$ cat src/rtl/sme_feeder.sv
// Host-side feeder for a string/pattern matcher: buffers records, replays them as bursts, collects the result.
// Latency: first burst cycle 1 clk after the pattern's last char is accepted; res_valid 1 clk after matcher valid.
// Backpressure: in_ready is high only while idle or loading; it is low while sending, waiting and reporting.
//
// Ports:
//   clk, reset                      clock, asynchronous active-low reset
//   in_valid/in_ready/in_data       host character handshake
//   in_type, in_last                0 = string / 1 = pattern; last character of the record
//   chardata, isstring, ispattern   character burst towards the matcher
//   valid, match, match_index       matcher result strobe and payload
//   res_valid, res_match,           one-cycle result pulse to the host with held match data
//   res_index, res_seq
//   err_ovf, err_tmo                sticky overflow / matcher-timeout flags
module sme_feeder #(
    parameter int STR_MAX  = 32,
    parameter int PAT_MAX  = 8,
    parameter int WAIT_MAX = 511
) (
    input  logic       clk,
    input  logic       reset,
    input  logic       in_valid,
    output logic       in_ready,
    input  logic [7:0] in_data,
    input  logic       in_type,
    input  logic       in_last,
    output logic [7:0] chardata,
    output logic       isstring,
    output logic       ispattern,
    input  logic       valid,
    input  logic       match,
    input  logic [4:0] match_index,
    output logic       res_valid,
    output logic       res_match,
    output logic [4:0] res_index,
    output logic [3:0] res_seq,
    output logic       err_ovf,
    output logic       err_tmo
);

    // Address widths, length widths (lengths can equal the depth) and the
    // shared send index wide enough for either buffer.
    localparam int SA = $clog2(STR_MAX);
    localparam int PA = $clog2(PAT_MAX);
    localparam int SL = $clog2(STR_MAX + 1);
    localparam int PL = $clog2(PAT_MAX + 1);
    localparam int IL = (SL > PL) ? SL : PL;
    localparam int WW = $clog2(WAIT_MAX + 1);

    localparam logic [SL-1:0] STR_FULL  = SL'(STR_MAX);
    localparam logic [PL-1:0] PAT_FULL  = PL'(PAT_MAX);
    localparam logic [WW-1:0] WAIT_LAST = WW'(WAIT_MAX - 1);

    typedef enum logic [2:0] {
        S_IDLE,
        S_LOAD_STR,
        S_LOAD_PAT,
        S_SEND_STR,
        S_SEND_PAT,
        S_WAIT,
        S_REPORT
    } state_t;

    state_t        state;
    logic          str_new;
    logic [SL-1:0] str_len;
    logic [PL-1:0] pat_len;
    logic [IL-1:0] send_idx;
    logic [WW-1:0] wait_cnt;

    logic [7:0] str_buf [STR_MAX];
    logic [7:0] pat_buf [PAT_MAX];

    logic          acc;
    logic          first;
    logic          rec_pat;
    logic          str_room;
    logic          pat_room;
    logic [SA-1:0] str_wr_idx;
    logic [PA-1:0] pat_wr_idx;
    logic [IL-1:0] send_nxt;
    logic          str_last;
    logic          pat_last;
    logic [7:0]    pat_head;

    assign in_ready = (state == S_IDLE) || (state == S_LOAD_STR) || (state == S_LOAD_PAT);
    assign acc      = in_valid && in_ready;

    // Record type is latched by the state once a record is under way, so
    // in_type only matters on the first character.
    assign first    = (state == S_IDLE);
    assign rec_pat  = first ? in_type : (state == S_LOAD_PAT);

    assign str_room   = (str_len < STR_FULL);
    assign pat_room   = (pat_len < PAT_FULL);
    assign str_wr_idx = first ? '0 : str_len[SA-1:0];
    assign pat_wr_idx = first ? '0 : pat_len[PA-1:0];

    assign send_nxt = send_idx + IL'(1);
    assign str_last = (send_idx == (IL'(str_len) - IL'(1)));
    assign pat_last = (send_idx == (IL'(pat_len) - IL'(1)));

    // A one-character pattern is written into pat_buf[0] on the same edge
    // that launches the burst, so forward it straight from the input.
    assign pat_head = first ? in_data : pat_buf[0];

    // Buffer storage carries no reset; lengths decide what is valid.
    always_ff @(posedge clk) begin
        if (acc && !rec_pat && (first || str_room)) begin
            str_buf[str_wr_idx] <= in_data;
        end
        if (acc && rec_pat && (first || pat_room)) begin
            pat_buf[pat_wr_idx] <= in_data;
        end
    end

    always_ff @(posedge clk or negedge reset) begin
        if (!reset) begin
            state     <= S_IDLE;
            str_new   <= 1'b0;
            str_len   <= '0;
            pat_len   <= '0;
            send_idx  <= '0;
            wait_cnt  <= '0;
            chardata  <= 8'd0;
            isstring  <= 1'b0;
            ispattern <= 1'b0;
            res_valid <= 1'b0;
            res_match <= 1'b0;
            res_index <= 5'd0;
            res_seq   <= 4'd0;
            err_ovf   <= 1'b0;
            err_tmo   <= 1'b0;
        end else begin
            res_valid <= 1'b0;
            case (state)
                S_IDLE, S_LOAD_STR, S_LOAD_PAT: begin
                    if (acc) begin
                        if (!rec_pat) begin
                            // New string record starts over at index 0.
                            if (first) begin
                                str_len <= SL'(1);
                            end else if (str_room) begin
                                str_len <= str_len + SL'(1);
                            end else begin
                                err_ovf <= 1'b1;
                            end
                            if (in_last) begin
                                str_new <= 1'b1;
                                res_seq <= 4'd0;
                                state   <= S_IDLE;
                            end else begin
                                state   <= S_LOAD_STR;
                            end
                        end else begin
                            if (first) begin
                                pat_len <= PL'(1);
                            end else if (pat_room) begin
                                pat_len <= pat_len + PL'(1);
                            end else begin
                                err_ovf <= 1'b1;
                            end
                            if (in_last) begin
                                send_idx <= '0;
                                if (str_new) begin
                                    state    <= S_SEND_STR;
                                    isstring <= 1'b1;
                                    chardata <= str_buf[0];
                                end else begin
                                    state     <= S_SEND_PAT;
                                    ispattern <= 1'b1;
                                    chardata  <= pat_head;
                                end
                            end else begin
                                state <= S_LOAD_PAT;
                            end
                        end
                    end
                end

                S_SEND_STR: begin
                    if (str_last) begin
                        // Hand over to the pattern burst with no idle cycle.
                        state     <= S_SEND_PAT;
                        isstring  <= 1'b0;
                        ispattern <= 1'b1;
                        chardata  <= pat_buf[0];
                        send_idx  <= '0;
                        str_new   <= 1'b0;
                    end else begin
                        send_idx <= send_nxt;
                        chardata <= str_buf[send_nxt[SA-1:0]];
                    end
                end

                S_SEND_PAT: begin
                    if (pat_last) begin
                        state     <= S_WAIT;
                        ispattern <= 1'b0;
                        chardata  <= 8'd0;
                        wait_cnt  <= '0;
                    end else begin
                        send_idx <= send_nxt;
                        chardata <= pat_buf[send_nxt[PA-1:0]];
                    end
                end

                S_WAIT: begin
                    if (valid) begin
                        state     <= S_REPORT;
                        res_valid <= 1'b1;
                        res_match <= match;
                        res_index <= match ? match_index : 5'd0;
                    end else if (wait_cnt == WAIT_LAST) begin
                        // WAIT_MAX cycles spent here with no result.
                        state     <= S_REPORT;
                        res_valid <= 1'b1;
                        res_match <= 1'b0;
                        res_index <= 5'd0;
                        err_tmo   <= 1'b1;
                    end else begin
                        wait_cnt <= wait_cnt + WW'(1);
                    end
                end

                S_REPORT: begin
                    res_seq <= res_seq + 4'd1;
                    state   <= S_IDLE;
                end

                default: begin
                    state <= S_IDLE;
                end
            endcase
        end
    end

endmodule

$ cat config.mk
export PLATFORM = sky130hd
export DESIGN_NAME = sme_feeder
export DESIGN_NICKNAME = d
export VERILOG_FILES = /design/src/rtl/sme_feeder.sv
export SDC_FILE = /design/constraint.sdc
export NUM_CORES = 1
export LEC_CHECK = 0
export ABC_AREA = 1
export CAP_MARGIN = 0
export CORE_AREA = 2 2 266 215
export DETAILED_ROUTE_END_ITERATION = 16
export DIE_AREA = 0 0 268 217
export GPL_TIMING_DRIVEN = 0
export MAX_ROUTING_LAYER = met4
export SYNTH_ARGS = -nofsm -noshare
export SYNTH_HDL_FRONTEND = slang
export SYNTH_SLANG_ARGS = --single-unit
$ cat constraint.sdc
create_clock -name clk -period 2.6 [get_ports clk]
set_input_delay 0.65 -clock clk [delete_from_list [all_inputs] [get_ports clk]]
set_output_delay 0.65 -clock clk [all_outputs]
set_load 0.005 [all_outputs]
## Word-level counts from Yosys, hierarchy flattened

Memories as Yosys holds them, arrays and structs flattened.
Cells that the tools add are included.
Widths: inputs -> output; s select.

| cells by class | value |
|---|---|
| $add $sub $neg | 7 |
| magnitude comparators | 2 |
| equal/unequal tests | 23 |
| multiplexer cells | 73 |
| bitwise operators | 3 |
| reduce and logical (&&, ||, !) cells | 32 |

Operators by type and width:

| cell | count |
|---|---|
| $mux 8 | 7 |
| $mux 6 | 7 |
| $mux 1 | 30 |
| $mux 3 | 9 |
| $mux 9 | 3 |
| $ne 2x2->1 const B | 13 |
| $pmux 8 s3 | 1 |
| $reduce_and 4->1 | 6 |
| $mux 4 | 5 |
| $mux 5 | 4 |
| $pmux 6 s3 | 1 |
| $pmux 9 s2 | 1 |
| $reduce_and 5->1 | 3 |
| $add 6x1->6 const B | 2 |
| $eq 6x6->1 | 2 |
| $pmux 3 s4 | 1 |
| $reduce_bool 2->1 | 6 |
| $add 9x1->9 const B | 1 |
| $eq 3x3->1 const B | 3 |
| $eq 9x9->1 const B | 1 |
| $add 4x1->4 const B | 2 |
| $pmux 4 s2 | 1 |
| $reduce_and 7->1 | 1 |
| $eq 3x2->1 const B | 2 |
| other kinds (18) | 28 |

| word-level totals | value |
|---|---|
| register bits | 52 |
| bits in writable memories | 320 |
| output and inout port bits | 24 |
| word-level logic and storage cells | 157 |
| memories | 2 |

Memory list:

| memory | words | bits a word | rd ports | clocked after memory_dff | wr ports | RTL line | source |
|---|---|---|---|---|---|---|---|
| str_buf | 32 | 8 | 2 | 0 | 1 | 70 | `logic [7:0] str_buf [STR_MAX];` |
| pat_buf | 8 | 8 | 2 | 0 | 1 | 71 | `logic [7:0] pat_buf [PAT_MAX];` |

## Depth between registers and ports, before layout

| logic depth | value |
|---|---|
| depth after elaboration | 8 |
| mapped depth | 15 |
| gate-level depth less buffers | 15 |

## Worst setup path after synthesis

OpenSTA, ideal clock, no wires.

| timing path | value |
|---|---|
| kind | input port to flip-flop |
| from | input in_type |
| to | memory str_buf[4][0], enable pin |
| data arrival time | 2.132 ns |
| data required time | 2.205 ns |
| path slack | 0.073 ns |
| stages | 5 |
| buffers on the path | 0 |
| cells stage by stage | o211ai_2 o21ai_1 nor2_4 inv_2 nor4_1 |

| between the ends | value |
|---|---|
| cells in the longest elaborated chain, start to end | 6 |

RTL lines:

| what | RTL line | source |
|---|---|---|
| start: declaration | 24 | `input logic in_type,` |
| $mux 1 | 91 | `assign rec_pat = first ? in_type : (state == S_LOAD_PAT);` |
| $logic_not 1->1 | -- |  |
| $logic_and 1x1->1 (2 in series) | 108 | `if (acc && !rec_pat && (first \|\| str_room)) begin` |
| $mux 1 | 108 |  |
| $mux 1 (not written as such) | 109 | `str_buf[str_wr_idx] <= in_data;` |
| end: declaration | 70 |  |

No other way between the ends.

## Final worst setup path

| timing path | value |
|---|---|
| from | register state[0] |
| to | memory str_buf[24][4], enable pin |

| between the ends | value |
|---|---|
| cells in the longest elaborated chain, start to end | 8 |

RTL lines:

| what | RTL line | source |
|---|---|---|
| start: declaration | 63 | `state_t state;` |
| start signal: assignment | 118 | `state <= S_IDLE;` |
| start signal: assignment | 150 | `state <= S_IDLE;` |
| start signal: assignment | 152 | `state <= S_LOAD_STR;` |
| $eq 3x1->1 or $logic_not 3->1 (tied branches) | 85, 90 |  |
| $logic_or 1x1->1 (2 in series) | 85 | `assign in_ready = (state == S_IDLE) \|\| (state == S_LOAD_STR) \|\| (state == S_LOAD_PAT);` |
| $logic_and 1x1->1 | 86 | `assign acc = in_valid && in_ready;` |
| $logic_and 1x1->1 (2 in series) | 108 |  |
| $mux 1 | 108 |  |
| $mux 1 (not written as such) | 109 |  |

Several ways; a longest one is shown, not always the timed one.

==> qor_table.md <==
| Item | This run |
| --- | --- |
| Outcome | completed |
| Area contributors post-synth | sky130_fd_sc_hd__edfxtp_1 (58%), sky130_fd_sc_hd__nand2_1 (12%), sky130_fd_sc_hd__nand3_1 (9.3%) |
| Maximum count of clock buffers along a single path | 3 |
| TritonCTS Sinks | 372 |
| Largest family of logic cells by synthesized area | simple AND/OR/NAND/NOR gates |
| Number of antenna violations at the first check in global routing | 3 |
| Source of the worst register-to-register timing path | state[0]$_DFFE_PN0P_ |
| Fill count | 5517 |
| Setup slack of the critical path after layout | 0.05003 ns |
| Transition time of the tightest slew-check pin | 0.9855 ns |
| Worst slew slack as a fraction of its limit | 34.30% |
| Seq/Total Area, Yosys | 66.07% |
| Worst setup SP type | register |
| Number of hold violations in the final report | 0 |
| Fraction of the mapped netlist area in adder cells | 0.6061% |
| Complex-gate fraction of the synthesized area | 3.046% |
| Wire length of the first global-routing pass | 70.37 mm |
| Number of failing setup endpoints in the final timing report | 0 |
| GRT Max-Usage Layer | met1 |
| Synth cell types | 48 |
| Pre-CTS WS | -1.243 ns |
| Unrepaired setup endpoints after global routing | yes |
| Final Cycle Share | 98.08% |
| GR Util All Layers | 16.51% |
| Crit Path Max Fanout | 10 |
| Clock tree from TritonCTS | done |
| Total power of the final layout | 11840 uW |
| Final critical delay including setup and external delays | 2.550 ns |
| Total standard cell area after synthesis | 16510 um2 |
| Static leakage | 0.007332 uW |
| Port Buf Inserts | 43 |
| Count of TritonRoute iterations in the first routing pass | 5 |
| Root buffer cell | sky130_fd_sc_hd__clkbuf_16 |
| Worst hold path class | in -> async |
| Share of final-layout standard cells stronger than drive strength 1 | 13.81% |
| Final worst clock skew | 0.02947 ns |
| R2r endpoint | str_buf[24][4]$_DFFE_PP_ |
| Data arrival, critical path | 2.73 ns |
| Clock buffers created by TritonCTS | 39 |
| Hold slack | 0.1124 ns |
| Simple-gate portion of the synthesized area | 25.38% |
| Flop2flop setup slack | 0.05 ns |
| Critical path required time | 2.78 ns |
| #FFs+latches synth | 372 |
| Total Nets Final | 1743 |
| Met1 global-route usage | 24.21% |
| Power per unit of standard cell area | 601.6 nW/um2 |
| Die Span Y | 217 um |
| Clk_lat worst skew | 0.55 ns |
| Count of pins over their slew limit | 0 |
| Met3 Resource Use GR | 3.949% |
| Final Routed Wirelength | 46.77 mm |
| Peak supply drop | 427.9 uV |
| Yosys synthesis warning count | 0 |
| Area added between synthesis and finish | 19.18% |
| Vias in the first global route | 11570 |
| Timing startpoint of the critical path | state[0]$_DFFE_PN0P_ |
| Worst setup path category | reg -> reg |
| Horizontal die dimension | 268 um |
| Per-instance average area after synthesis | 10.25 um2 |
| Clk slew on worst S/H paths | 0.06 ns |
| Max-cap check violation count | 0 |
| Count of flip-flops with a built-in enable after synthesis | 320 |
| Routability-driven placement congestion ratio | 0.9346 |
| Top-area cell type share of the netlist area | 58.19% |
| Worst R2R Path Depth | 5 |
| Number of primary I/O pins | 44 |
| First DRT Iteration DRCs | 1305 |
| Core outline area | 55920 um2 |
| Std-Cell Rows | 78 |
| Overall die area | 58160 um2 |
| HPWL after detailed placement | 32.12 mm |
| DRC violation count after routing | 0 |
| Crit. End Element | register |
| Mean routed wirelength per cell | 18.65 um |
| H-tree levels | 2 |
| Number of buffers inserted by hold repair at cts | 0 |
| Async S/R FF share, synth | 13.98% |
| Routed Antenna Nets | 0 |
| Number of nets in the synthesized netlist | 1639 |
| Setup_tns | 0 ns |
| Via density | 4.862 |
| Synthesized netlist cell count | 1611 |
| Met2 Use GR | 22.94% |
| Fraction of synthesized area in multiplexers | 0% |
| Area leader, netlist | sky130_fd_sc_hd__edfxtp_1 |
| Xor/xnor share of the synthesized area | 0.7273% |
| Dominant synthesized flop cell | sky130_fd_sc_hd__edfxtp_1 |
| Post-Route Utilization | 35.19% |
| Starting density of the core | 29.53% |
| Overflow left after global routing | 0 |
| Largest net degree at the start of global routing | 42 |
| Total via count after detailed routing | 12190 |
| Top achievable clock speed | 392.2 MHz |
-- flip-flops by register name (all words and copies together), names as in the netlist --
signal     count
chardata       8
err_ovf        1
err_tmo        1
ispattern      1
isstring       1
pat_buf       64
pat_len        4
res_index      5
res_match      1
res_seq        4
res_valid      1
send_idx       6
state          3
str_buf      256
str_len        6
str_new        1
wait_cnt       9
-- layout make-up --
type	count	area [um2]	area share, %
inverter	90	345.3	1.755
buffer	76	394.1	2.003
tap	760	950.9	4.832
multi-input combinational	1073	5225	26.55
clock inverter	21	121.4	0.6167
antenna	3	7.507	0.03814
clock buffer	50	1039	5.277
sequential	372	10920	55.46
timing repair buffer	63	683.2	3.471
-- report_power, final --
| part | switching (uW) | internal, uW |
|---|---|---|
| logic | 129 | 39.6 |
| registers | 0.410 | 6480 |
| clock network | 2340 | 2840 |
| total | 2470 | 9370 |
-- cell usage in the layout, fill, tap and decap left out, types with 8 or more instances in the layout --
cell and count:
sky130_fd_sc_hd__a21oi_1 23, sky130_fd_sc_hd__buf_2 40, sky130_fd_sc_hd__buf_4 13, sky130_fd_sc_hd__clkbuf_1 21
sky130_fd_sc_hd__clkbuf_16 40, sky130_fd_sc_hd__clkbuf_2 23, sky130_fd_sc_hd__clkdlybuf4s50_1 34, sky130_fd_sc_hd__clkinv_1 10
sky130_fd_sc_hd__dfrtp_1 48, sky130_fd_sc_hd__edfxtp_1 320, sky130_fd_sc_hd__inv_1 75, sky130_fd_sc_hd__inv_2 11
sky130_fd_sc_hd__nand2_1 535, sky130_fd_sc_hd__nand3_1 302, sky130_fd_sc_hd__nor2_1 51, sky130_fd_sc_hd__nor2_2 19
sky130_fd_sc_hd__nor2_4 22, sky130_fd_sc_hd__nor3_1 12, sky130_fd_sc_hd__o21ai_0 15, sky130_fd_sc_hd__o31ai_1 8
-- synth_stat cells, types with 5 or more instances --
library cell and count:
sky130_fd_sc_hd__nand2_1 536, sky130_fd_sc_hd__edfxtp_1 320, sky130_fd_sc_hd__nand3_1 308, sky130_fd_sc_hd__nor2_1 85, sky130_fd_sc_hd__inv_1 75, sky130_fd_sc_hd__dfrtp_1 52
sky130_fd_sc_hd__clkbuf_1 31, sky130_fd_sc_hd__buf_2 29, sky130_fd_sc_hd__a21oi_1 24, sky130_fd_sc_hd__nor3_1 16, sky130_fd_sc_hd__o21ai_0 16, sky130_fd_sc_hd__inv_2 13
sky130_fd_sc_hd__buf_1 10, sky130_fd_sc_hd__ha_1 8, sky130_fd_sc_hd__o31ai_1 8, sky130_fd_sc_hd__a211oi_1 7, sky130_fd_sc_hd__xnor2_1 7, sky130_fd_sc_hd__nand4_1 6
sky130_fd_sc_hd__nand2_2 5, sky130_fd_sc_hd__nor2_2 5, sky130_fd_sc_hd__o22ai_1 5
-- worst max path at each step --
stage                               end  slack (ns)  cells after the start
2_1_floorplan   str_buf[4][0]$_DFFE_PP_        0.07                      5
3_3_place_gp    str_buf[4][3]$_DFFE_PP_       -1.35                      6
3_5_place_dp   str_buf[31][0]$_DFFE_PP_       -1.24                      6
4_1_cts        str_buf[24][4]$_DFFE_PP_       -0.03                      5
5_1_grt        str_buf[24][4]$_DFFE_PP_       -0.06                      5
6_report       str_buf[24][4]$_DFFE_PP_        0.05                      5
-- cell families (layout without fill, tap and decap cells) --
logic type                 count (synthesis)  in the layout
xor gates and xnor gates                  12             12
DFF                                      372            372
other                                      0              3
AOI/OAI and AO/OA                         77             77
buffers and inverters                    166            300
and+or+nand+nor                          976            976
adders and majority gates                  8              8
-- metal layers --
layer / routed length, um / share of wire [%] / vias up
met1: 22190 / 47 / 5957
met2: 19650 / 42 / 426
met3: 3943 / 8.4 / 74
met4: 991 / 2.1 / 0
met5: 0 / 0 / -
li1: - / - / 5737
-- worst max-delay path: stages (launching register included) --
cell                      delay [ns]
sky130_fd_sc_hd__dfrtp_1        0.46
sky130_fd_sc_hd__nor2_4         0.07
sky130_fd_sc_hd__nand2_2        0.17
sky130_fd_sc_hd__buf_1          0.47
sky130_fd_sc_hd__nand3_1        0.43
sky130_fd_sc_hd__nor2_2         0.60
-- stage by stage --
stage,instance area (um2),instances
floorplan,16510,1611
global placement,17900,2414
detailed placement,18010,2421
CTS,19470,2497
global route,19680,2508
finish,19680,2508
-- timing repair --
action                                 4_1_cts  5_1_grt
endpoints found under the hold margin        0        0
gates resized for setup                     82       40
setup endpoints to repair                  307      273
buffers inserted                             5        8
gates cloned                                 0        0
pin swaps                                    4        6
No activity file was read; power rests on OpenSTA's default activity.
